<file path="src/rtl/rr_arbiter4_pkg.sv">
// Shared definitions for the 4-way round-robin arbiter: sizes, FSM state type,
// the post-reset last-winner value and a one-hot helper.
package rr_arbiter4_pkg;

  localparam int NUM_REQ = 4;
  localparam int IDX_W   = 2;

  typedef enum logic [0:0] {
    IDLE  = 1'b0,
    GRANT = 1'b1
  } state_t;

  // Starting from 3 makes requester 0 the first in line after reset.
  localparam logic [IDX_W-1:0] LAST_WINNER_RST = 2'd3;

  function automatic logic [NUM_REQ-1:0] idx_to_onehot(input logic [IDX_W-1:0] idx);
    logic [NUM_REQ-1:0] oh;
    oh      = '0;
    oh[idx] = 1'b1;
    return oh;
  endfunction

endpackage

</file>
<file path="src/rtl/rr_arbiter4_pick.sv">
// Combinational round-robin selector: first set request bit searching upward
// from last_winner+1, wrapping around to last_winner itself.
module rr_pick4
  import rr_arbiter4_pkg::*;
(
  input  logic [NUM_REQ-1:0] req,
  input  logic [IDX_W-1:0]   last_winner,
  output logic               found,
  output logic [IDX_W-1:0]   index
);

  always_comb begin
    logic [IDX_W-1:0] cand;
    // NOTE: every output gets a default before the search loop, so no path
    // leaves a value unassigned and no latch is inferred.
    found = 1'b0;
    index = '0;
    cand  = '0;
    for (int k = 1; k <= NUM_REQ; k++) begin
      cand = last_winner + IDX_W'(k);
      if (!found && req[cand]) begin
        found = 1'b1;
        index = cand;
      end
    end
  end

endmodule

</file>
<file path="src/rtl/rr_arbiter4.sv">
// Four-requester round-robin arbiter with a bounded hold time per grant and a
// one-cycle timeout pulse when a grant is revoked by that bound.
module rr_arbiter4
  import rr_arbiter4_pkg::*;
#(
  parameter int MAX_HOLD = 15
) (
  input  logic                clk,
  input  logic                rst,
  input  logic [NUM_REQ-1:0]  req,
  input  logic                done,
  output logic [NUM_REQ-1:0]  grant,
  output logic                grant_valid,
  output logic [IDX_W-1:0]    owner,
  output logic                timeout
);

  localparam logic [3:0] HOLD_LAST = 4'(MAX_HOLD - 1);

  state_t            state;
  logic [3:0]        hold_cnt;
  logic [IDX_W-1:0]  last_winner;

  logic              pick_found;
  logic [IDX_W-1:0]  pick_index;
  logic              owner_req;
  logic              hold_limit;
  logic              release_now;

  rr_pick4 u_pick (
    .req         (req),
    .last_winner (last_winner),
    .found       (pick_found),
    .index       (pick_index)
  );

  assign owner_req   = req[owner];
  assign hold_limit  = (hold_cnt == HOLD_LAST);
  assign release_now = done || !owner_req || hold_limit;

  // grant is one-hot exactly while in GRANT, so the state bit is the valid flag.
  assign grant_valid = (state == GRANT);

  // NOTE: all state here uses non-blocking assignments so every register
  // samples pre-edge values; the timeout default below is overridden later
  // in the same block on a limit-driven release.
  always_ff @(posedge clk or posedge rst) begin
    if (rst) begin
      state       <= IDLE;
      grant       <= '0;
      owner       <= '0;
      timeout     <= 1'b0;
      hold_cnt    <= '0;
      last_winner <= LAST_WINNER_RST;
    end else begin
      timeout <= 1'b0;
      case (state)
        IDLE: begin
          if (pick_found) begin
            state    <= GRANT;
            grant    <= idx_to_onehot(pick_index);
            owner    <= pick_index;
            hold_cnt <= '0;
          end
        end
        GRANT: begin
          if (release_now) begin
            state       <= IDLE;
            grant       <= '0;
            owner       <= '0;
            hold_cnt    <= '0;
            last_winner <= owner;
            // A voluntary release at the limit edge is not a revocation.
            timeout     <= hold_limit && !done && owner_req;
          end else begin
            hold_cnt <= hold_cnt + 4'd1;
          end
        end
        default: begin
          state <= IDLE;
          grant <= '0;
          owner <= '0;
        end
      endcase
    end
  end

endmodule

</file>
<file path="config.mk">
export PLATFORM = sky130hd
export DESIGN_NAME = rr_arbiter4
export DESIGN_NICKNAME = d
export VERILOG_FILES = /design/src/rtl/rr_arbiter4_pkg.sv /design/src/rtl/rr_arbiter4_pick.sv /design/src/rtl/rr_arbiter4.sv
export SDC_FILE = /design/constraint.sdc
export NUM_CORES = 1
export LEC_CHECK = 0
export CORE_UTILIZATION = 51
export CTS_BUF_LIST = sky130_fd_sc_hd__clkbuf_8
export CTS_CLUSTER_SIZE = 24
export DETAILED_ROUTE_END_ITERATION = 10
export GPL_TIMING_DRIVEN = 1
export PLACE_DENSITY = 0.79
export SYNTH_ARGS = -nofsm -noshare
export SYNTH_HDL_FRONTEND = slang
export SYNTH_SLANG_ARGS = --single-unit
</file>
<file path="constraint.sdc">
create_clock -name clk -period 4.6 [get_ports clk]
set_input_delay 0.92 -clock clk [delete_from_list [all_inputs] [get_ports clk]]
set_output_delay 0.92 -clock clk [all_outputs]
set_load 0.03 [all_outputs]
</file>
After elaboration in Yosys (flattened, before gate mapping)
Cells that the tools add are included.
{ "op_classes": {"n_addsub": 4, "n_lt_le_gt_ge": 7, "n_eq_ne": 3, "muxes": 34, "bitwise_logic": 1, "reduce_logical": 15} }
{ "op_table": {"columns": ["operator", "count"], "rows": [
  ["$lt 2x3->1 const B", 6],
  ["$mux 4", 4],
  ["$pmux 4 s2", 2],
  ["$mux 1", 14],
  ["$mux 2", 6],
  ["$bmux 1 s2", 5],
  ["$logic_and 1x1->1", 6],
  ["$logic_not 1->1", 5],
  ["$add 2x2->2 const B", 2],
  ["$add 4x1->4 const B", 1],
  ["$eq 4x4->1 const B", 1],
  ["$pmux 2 s2", 1],
  ["$reduce_and 2->1", 2],
  ["$add 2x1->2 const B", 1],
  ["$demux 1 s2", 1],
  ["$ge 2x1->1 const B", 1],
  ["$logic_or 1x1->1", 2],
  ["$ne 2x1->1 const B", 1],
  ["$ne 2x2->1 const B", 1],
  ["$pmux 1 s2", 1],
  ["$not 1->1", 1]
]} }
{ "totals": {"register_bits": 14, "input_bits": 7, "out_inout_bits": 8, "word_cells": 70} }

Logic depth before layout (Yosys ltp)
Gate-level depths: netlist of the first run.
{ "logic_depth": {"ltp_word": 19, "depth_mapped": 5, "depth_no_buf": 5} }

Cells and area by module
Synthesis of the first run repeated with hierarchy kept, for this count alone.
{ "unflattened": {"hier_cells": 78, "area_unflattened_um2": 812.0} }
{ "modules_own_cells": {"columns": ["module", "instances", "cells_each", "area_per_inst_um2"], "rows": [
  ["rr_arbiter4", 1, 64, 720.7],
  ["rr_pick4", 1, 14, 91.3]
]} }

Worst setup path before layout of the first run
No wires, ideal clock.
{ "synth_timing": {"path_type": "input -> register", "startpoint": "in req[0]", "endpoint": "reg owner[0]", "arrival_ns": 1.779, "t_required_ns": 4.479, "slack_ns": 2.700, "cell_stages": 4, "path_buffers": 0, "path_cell_list": "mux2_4 > a32oi_4 > o21ai_4 > a22o_1"} }
{ "synth_via": {"elab_chain_len": 14, "word_cells_on_any_way": 32, "classes_between": "2 x eq/ne; 20 x mux; 10 x reduce/logical"} }
{ "synth_rtl": {"columns": ["element", "line_no", "source"], "rows": [
  ["start: declaration", "rr_arbiter4.sv:10", "input logic [NUM_REQ-1:0] req,"],
  ["$bmux 1 s2", "rr_arbiter4_pick.sv:21", "if (!found && req[cand]) begin"],
  ["$mux 1 (not written as such)", "rr_arbiter4_pick.sv:21", null],
  ["$mux 1", "rr_arbiter4_pick.sv:21", null],
  ["$logic_not 1->1", "rr_arbiter4_pick.sv:21", null],
  ["$logic_and 1x1->1", "rr_arbiter4_pick.sv:21", null],
  ["$mux 1", "rr_arbiter4_pick.sv:21", null],
  ["$logic_not 1->1", "rr_arbiter4_pick.sv:21", null],
  ["$logic_and 1x1->1", "rr_arbiter4_pick.sv:21", null],
  ["$mux 1", "rr_arbiter4_pick.sv:21", null],
  ["$logic_not 1->1", "rr_arbiter4_pick.sv:21", null],
  ["$logic_and 1x1->1", "rr_arbiter4_pick.sv:21", null],
  ["$mux 2 / $mux 1 (equally long branches)", "rr_arbiter4_pick.sv:21", null],
  ["$mux 2 / $ne 2x2->1 (equally long branches)", null, null],
  ["$pmux 2 s2 / $reduce_and 2->1 (equally long branches)", null, null],
  ["end signal: assignment", "rr_arbiter4.sv:62", "owner <= pick_index;"],
  ["end: declaration", "rr_arbiter4.sv:14", "output logic [IDX_W-1:0] owner,"]
]} }
Several ways; a longest one is shown, not always the timed one. The select of a mux whose other input is x is not followed.
A chain may end at the register's enable or synchronous reset.

Final worst setup path of the first run
{ "layout_timing": {"startpoint": "reg state, in the netlist grant_valid", "endpoint": "out grant_valid"} }
{ "layout_rtl": {"columns": ["element", "line_no", "source"], "rows": [
  ["start: declaration", "rr_arbiter4.sv:20", "state_t state;"],
  ["start signal: assignment", "rr_arbiter4.sv:49", "state <= IDLE;"],
  ["start signal: assignment", "rr_arbiter4.sv:60", "state <= GRANT;"],
  ["start signal: assignment", "rr_arbiter4.sv:68", "state <= IDLE;"],
  ["end: declaration", "rr_arbiter4.sv:13", "output logic grant_valid,"]
]} }
No word-level cell between the ends.

==> results.toml, run 1 <==
[clock_tree]
cts_resized = 0
clk_pin_slew_worst_paths_ns = 0.06
numCtsBuffers = 3
numClockSinks = 14
ctsHoldBuffers = 0
cts_tree = "yes"
clock_path_buffers = 2
cts-root-buf = "clkbuf_8"
h-tree-depth = 1
cts_setup_buffers = 0
worstSkewPairLatency_ns = 0.25

[sta]
worst_slew_pin_slew_ns = 0.5196
period_share_pct = 53.22
finalSetupViolations = 0
slew-limit-headroom_pct = 65.07
finalCriticalPeriod_ns = 2.448
clock_skew_ns = 0.01018
max_freq_mhz = 408.5
slew_violations = 0
rsz0062_at_grt = "false"
final_hold_viol_count = 0
finalSetupTns_ns = 0
setup_ws_ns = 2.152

[critical_path]
critPathKind = "reg2out"
crit_chain = "clkdlybuf4s50_1"
crit_buf_inv = 1
crit_fanout = 9
critPathLaunchType = "flop"
cpMaxStageDelayCell = "clkdlybuf4s50_1"
end_kind = "output pin"
arrival_ns = 1.53
cpLargestDelayFamily = "buffers and inverters"
cp.required_ns = 3.68
crit_path_max_incr_delay_ns = 0.74

[detailed_routing]
dr.first_iter.drc_count = 4
routed_wl_mm = 1.536
routedWlPerCell_um = 14.91
viasPerCell = 5.825
drtPass1Iterations = 4
drc = 0
vias = 600
drtAntennaViolNets = 0

[logic_synthesis]
syn-num-nets = 79
ys.flop_type = "dfrtp_1"
ys_seq_area_share_pct = 44.27
synth_top_area_share_pct = 37.68
yosysTopAreaCell = "dfrtp_1"
syn_avg_cell_area_sq_um = 11.39
synth_common_cells = "12 x dfrtp_1, 6 x nand2_1, 4 x nor2b_1"
synth_area_leaders = "dfrtp_1 38%, dfstp_2 6.6%, mux2_4 3.8%, a32oi_4 3.5%, ha_1 3.1%"
synthArstFlopShare_pct = 100.0
syn_area_sq_um = 797.0
ys_types = 33
synth_edf_count = 0
ys_ff_latch = 14
synth_most_common_cell = "dfrtp_1"
synth_warnings = 0
synthCells = 70

[placement]
gp_congestion = 0.7941
dp.final_hpwl_mm = 1.139
postPlaceCellArea_sq_um = 955.9
io_buffer_count = 14
place_ws_ns = 2.003
placed_cells = 99

[grt]
grt_max_degree = 15
antenna_found_initial = 0
grt_pass1_vias = 616
grt_use_total_pct = 20.20
grt_pass1_wl_mm = 2.601
grt_overflow = 0

[layout]
antenna_cells = 0
nets = 98
final_area_sq_um = 1001
syn_to_final_growth_pct = 25.59
drive_gt1_share_pct = 18.18
fill_cells = 106
ff_latch_area_sq_um = 352.8
fin_cells = 103
multi_input_area_sq_um = 436.7

[die]
die_h_um = 41.53
std_cell_rows = 13
die_w_um = 41.53
dieArea_sq_um = 1725
coreArea_sq_um = 1383
start_util_pct = 57.65
ios = 15

[outcome]
status = "complete, no violations"

[job]
cap_viol_max_count = 0

[pwr]
leakage_uw = 0.0004217
vdd_drop_max_v = 0.0003959
power_density_nw_per_um2 = 559.6

[hold_path]
hold_class = "reg2reg"
state kept, by name, indices dropped and copies added (netlist names):
name	flops
owner	2
last_winner	2
hold_cnt	4
grant	4
timeout	1
grant_valid	1
cell type report:
cell class / count / share of cell area, %
tap: 15 / 1.875
sequential: 14 / 35.25
multi-input combinational: 54 / 43.63
inverter: 2 / 0.7500
clock inverter: 1 / 0.3750
timing repair buffer: 14 / 14.00
clock buffer: 3 / 4.125
per-layer routing:
metal  share of wire (%)  up-vias  global-route usage (%)
li1                    -      300                       -
met5                   0        -                       0
met3                 4.0        2                   6.522
met4                 1.0        0                   5.806
met2                  48       11                   33.75
met1                  47      287                   24.93
cell usage in the layout (no fill, tap or decap), drive strengths merged, types with 3 or more instances in the layout:
master,n
nand2b,3
nor2,3
o21ai,5
clkdlybuf4s50,14
inv,3
clkbuf,3
nor2b,4
nand2,6
mux2,4
dfrtp,12
stage by stage:
stage | hold slack (ns) | power (uW) | util (%)
finish | 0.4918 | 560.2 | 72.40
CTS | 0.5017 | 564.1 | 72.40
global route | 0.5070 | 589.5 | 72.40
detailed placement | 0.4795 | 460.5 | 69.14
floorplan | 0.4838 | 373.6 | -
global placement | 0.4864 | 453.7 | 69.14
kinds of logic after synthesis:
| kind of cell | synth area share [%] |
|---|---|
| buffers and inverters | 0.9423 |
| AOI/OAI and AO/OA | 22.45 |
| adders and majority gates | 3.139 |
| DFF | 44.27 |
| xor gates and xnor gates | 1.099 |
| and+or+nand+nor | 19.00 |
| muxes | 9.105 |
worst paths after layout:
check	from	to	slack, ns	cells past startpoint
setup / recovery	grant_valid	grant_valid	2.15	1
hold / removal	grant[2]	grant[2]	0.49	1
setup reg to reg	last_winner[0]	grant[3]	2.94	4
hold reg to reg	grant[2]	grant[2]	0.49	1
max in group asynchronous	rst	last_winner[1]	3.22	2
min in group asynchronous	rst	hold_cnt[1]	1.00	2
where the power goes:
group	leakage [uW]	switching (uW)	internal (uW)	total, uW
clock	0.0000269	42.2	58.9	101
combinational	0.000214	130	118	249
sequential	0.000181	46.3	164	210
No activity file was read; power rests on OpenSTA's default activity.
==> run 2: changes to the inputs <==
==> constraint.sdc (replaced) <==
create_clock -name clk -period 2.45 [get_ports clk]
set_input_delay 0.49 -clock clk [delete_from_list [all_inputs] [get_ports clk]]
set_output_delay 0.49 -clock clk [all_outputs]
set_load 0.03 [all_outputs]
==> results of run 2 <==
The final DEF is identical to that of run 1. Status: complete, no violations.
Main changes from that run: setup slack after placement 2.003 ns -> 0.2830 ns; setup slack after layout 2.152 ns -> 0.4318 ns; register-to-register setup slack 2.94 ns -> 0.79 ns; total power 560.2 uW -> 1052 uW; worst IR drop on VDD 0.0003959 V -> 0.0007433 V
==> run 3: changes to the inputs <==
==> constraint.sdc (replaced) <==
create_clock -name clk -period 2 [get_ports clk]
set_input_delay 0.4 -clock clk [delete_from_list [all_inputs] [get_ports clk]]
set_output_delay 0.4 -clock clk [all_outputs]
set_load 0.03 [all_outputs]
==> run 3 against run 2 <==
  * Global-route usage up 0.33 points
  * Setup slack worse by 0.35 ns
  * Combinational power up 26%
  * Critical path depth unchanged
  * Final cell count up 1.9%
  * Largest power group unchanged
  * Die area unchanged
  * Clock power up 41%
==> results.toml, run 3 (synthesis gave the netlist of run 1 again) <==
[die]
coreArea_sq_um = 1383
std_cell_rows = 13
ios = 15
die_h_um = 41.53
dieArea_sq_um = 1725
start_util_pct = 57.65
die_w_um = 41.53

[layout]
syn_to_final_growth_pct = 28.73
fill_cells = 105
final_cell_mix = "14 x clkdlybuf4s50_1, 12 x dfrtp_1, 6 x nand2_1, 4 x nor2b_1, 4 x clkbuf_8"
antenna_cells = 0
reg.largest.list = "grant (4), hold_cnt (4)"
drive_gt1_share_pct = 21.11
final_area_sq_um = 1026
fin_util_pct = 74.21
final_common_cell = "clkdlybuf4s50_1"
nets = 100

[outcome]
status = "complete, no violations"

[critical_path]
critPathKind = "reg2out"
crit_buf_inv = 1
crit_path_max_incr_delay_ns = 0.74
critPathLaunchType = "flop"
cpLargestDelayFamily = "buffers and inverters"
arrival_ns = 1.51
cpMaxStageDelayCell = "clkdlybuf4s50_1"
crit_fanout = 9
cp.required_ns = 1.60
end_kind = "output pin"
crit_chain = "clkdlybuf4s50_1"

[detailed_routing]
drtAntennaViolNets = 0
routed_wl_mm = 1.610
viasPerCell = 5.867
dr.first_iter.drc_count = 6
vias = 616
routedWlPerCell_um = 15.33
drc = 0
drtPass1Iterations = 4

[placement]
io_buffer_count = 14
postPlaceCellArea_sq_um = 970.9
gp_congestion = 0.7860
dp.final_hpwl_mm = 1.196
place_ws_ns = -0.006760

[pwr]
leakage_uw = 0.0004337
sw_frac_of_total_pct = 37.99
clock_power_share_pct = 20.0
power.internal_uw = 831.7
p_comb_share_pct = 43.8
switchingPower_uw = 509.6
p_seq_share_pct = 36.3
power_density_nw_per_um2 = 1307
vdd_drop_max_v = 0.0008671

[sta]
slew-limit-headroom_pct = 66.09
worst_slew_pin_slew_ns = 0.5081
finalSetupViolations = 0
period_share_pct = 95.70
final_hold_viol_count = 0
slew_violations = 0
finalSetupTns_ns = 0
max_freq_mhz = 522.5
finalCriticalPeriod_ns = 1.914
setup_ws_ns = 0.08602
clock_skew_ns = 0.002942
rsz0062_at_grt = "false"

[clock_tree]
clock_path_buffers = 2
cts_setup_buffers = 0
h-tree-depth = 1
numClockSinks = 14
numCtsBuffers = 3
cts-root-buf = "clkbuf_8"
worstSkewPairLatency_ns = 0.24
cts_tree = "yes"
clk_pin_slew_worst_paths_ns = 0.06
ctsHoldBuffers = 0
cts_resized = 0

[grt]
grt_use_total_pct = 20.53
grt_max_degree = 15
grt_pass1_wl_mm = 2.780
grt_overflow = 0
grt_pass1_vias = 639
antenna_found_initial = 0

[job]
cap_viol_max_count = 0

[hold_path]
hold_class = "in2async"
==> run 3: cell types whose count changed in the layout (fill, tap and decap cells not counted), sizes merged <==
| cell | before | now |
|---|---|---|
| clkbuf | 3 | 4 |
| inv | 3 | 2 |
| buf | 0 | 2 |
==> run 3: stage by stage <==
step | hold WS [ns] | cells | total power, uW
final | 0.4848 | 105 | 1341
after global routing | 0.5214 | 105 | 1406
after CTS | 0.5046 | 105 | 1349
after detailed placement | 0.4817 | 101 | 1068
after global placement | 0.4788 | 101 | 1055
after floorplan | 0.2878 | 70 | 859.4
==> run 3: final cells by class <==
| cell class | count | area [sq um] | area share, % |
|---|---|---|---|
| Tap cell | 15 | 18.77 | 1.829 |
| Multi-Input combinational cell | 54 | 436.7 | 42.56 |
| Sequential cell | 14 | 352.8 | 34.39 |
| Clock buffer | 4 | 55.05 | 5.366 |
| Timing Repair Buffer | 16 | 155.1 | 15.12 |
| Inverter | 2 | 7.507 | 0.7317 |
==> run 3: power by group through the flow <==
stage | combinational [uW] | clock (uW) | sequential, uW
floorplan | 283 | 0 | 576
global placement | 572 | 0 | 484
detailed placement | 581 | 0 | 487
CTS | 591 | 272 | 485
global route | 624 | 285 | 497
finish | 587 | 268 | 487
==> run 3: final timing paths <==
| kind | startpoint | end | slack [ns] | cells after the start |
|---|---|---|---|---|
| worst min register to register | grant[0] | grant[0] | 0.50 | 1 |
| max in group asynchronous | rst | last_winner[1] | 1.15 | 2 |
| min in group clk | grant[0] | grant[0] | 0.50 | 1 |
| worst min-delay path | rst | grant[0] | 0.48 | 2 |
| worst max register to register | owner[1] | grant[3] | 0.42 | 4 |
| worst max-delay path | grant_valid | grant_valid | 0.09 | 1 |
==> run 3: per-layer routing <==
layer | vias up | routed length [um] | GRT usage, %
met2 | 10 | 806 | 34.69
met4 | 0 | 7 | 3.871
met5 | - | 0 | 0
met3 | 2 | 42 | 3.913
met1 | 305 | 754 | 27.53
li1 | 299 | - | -
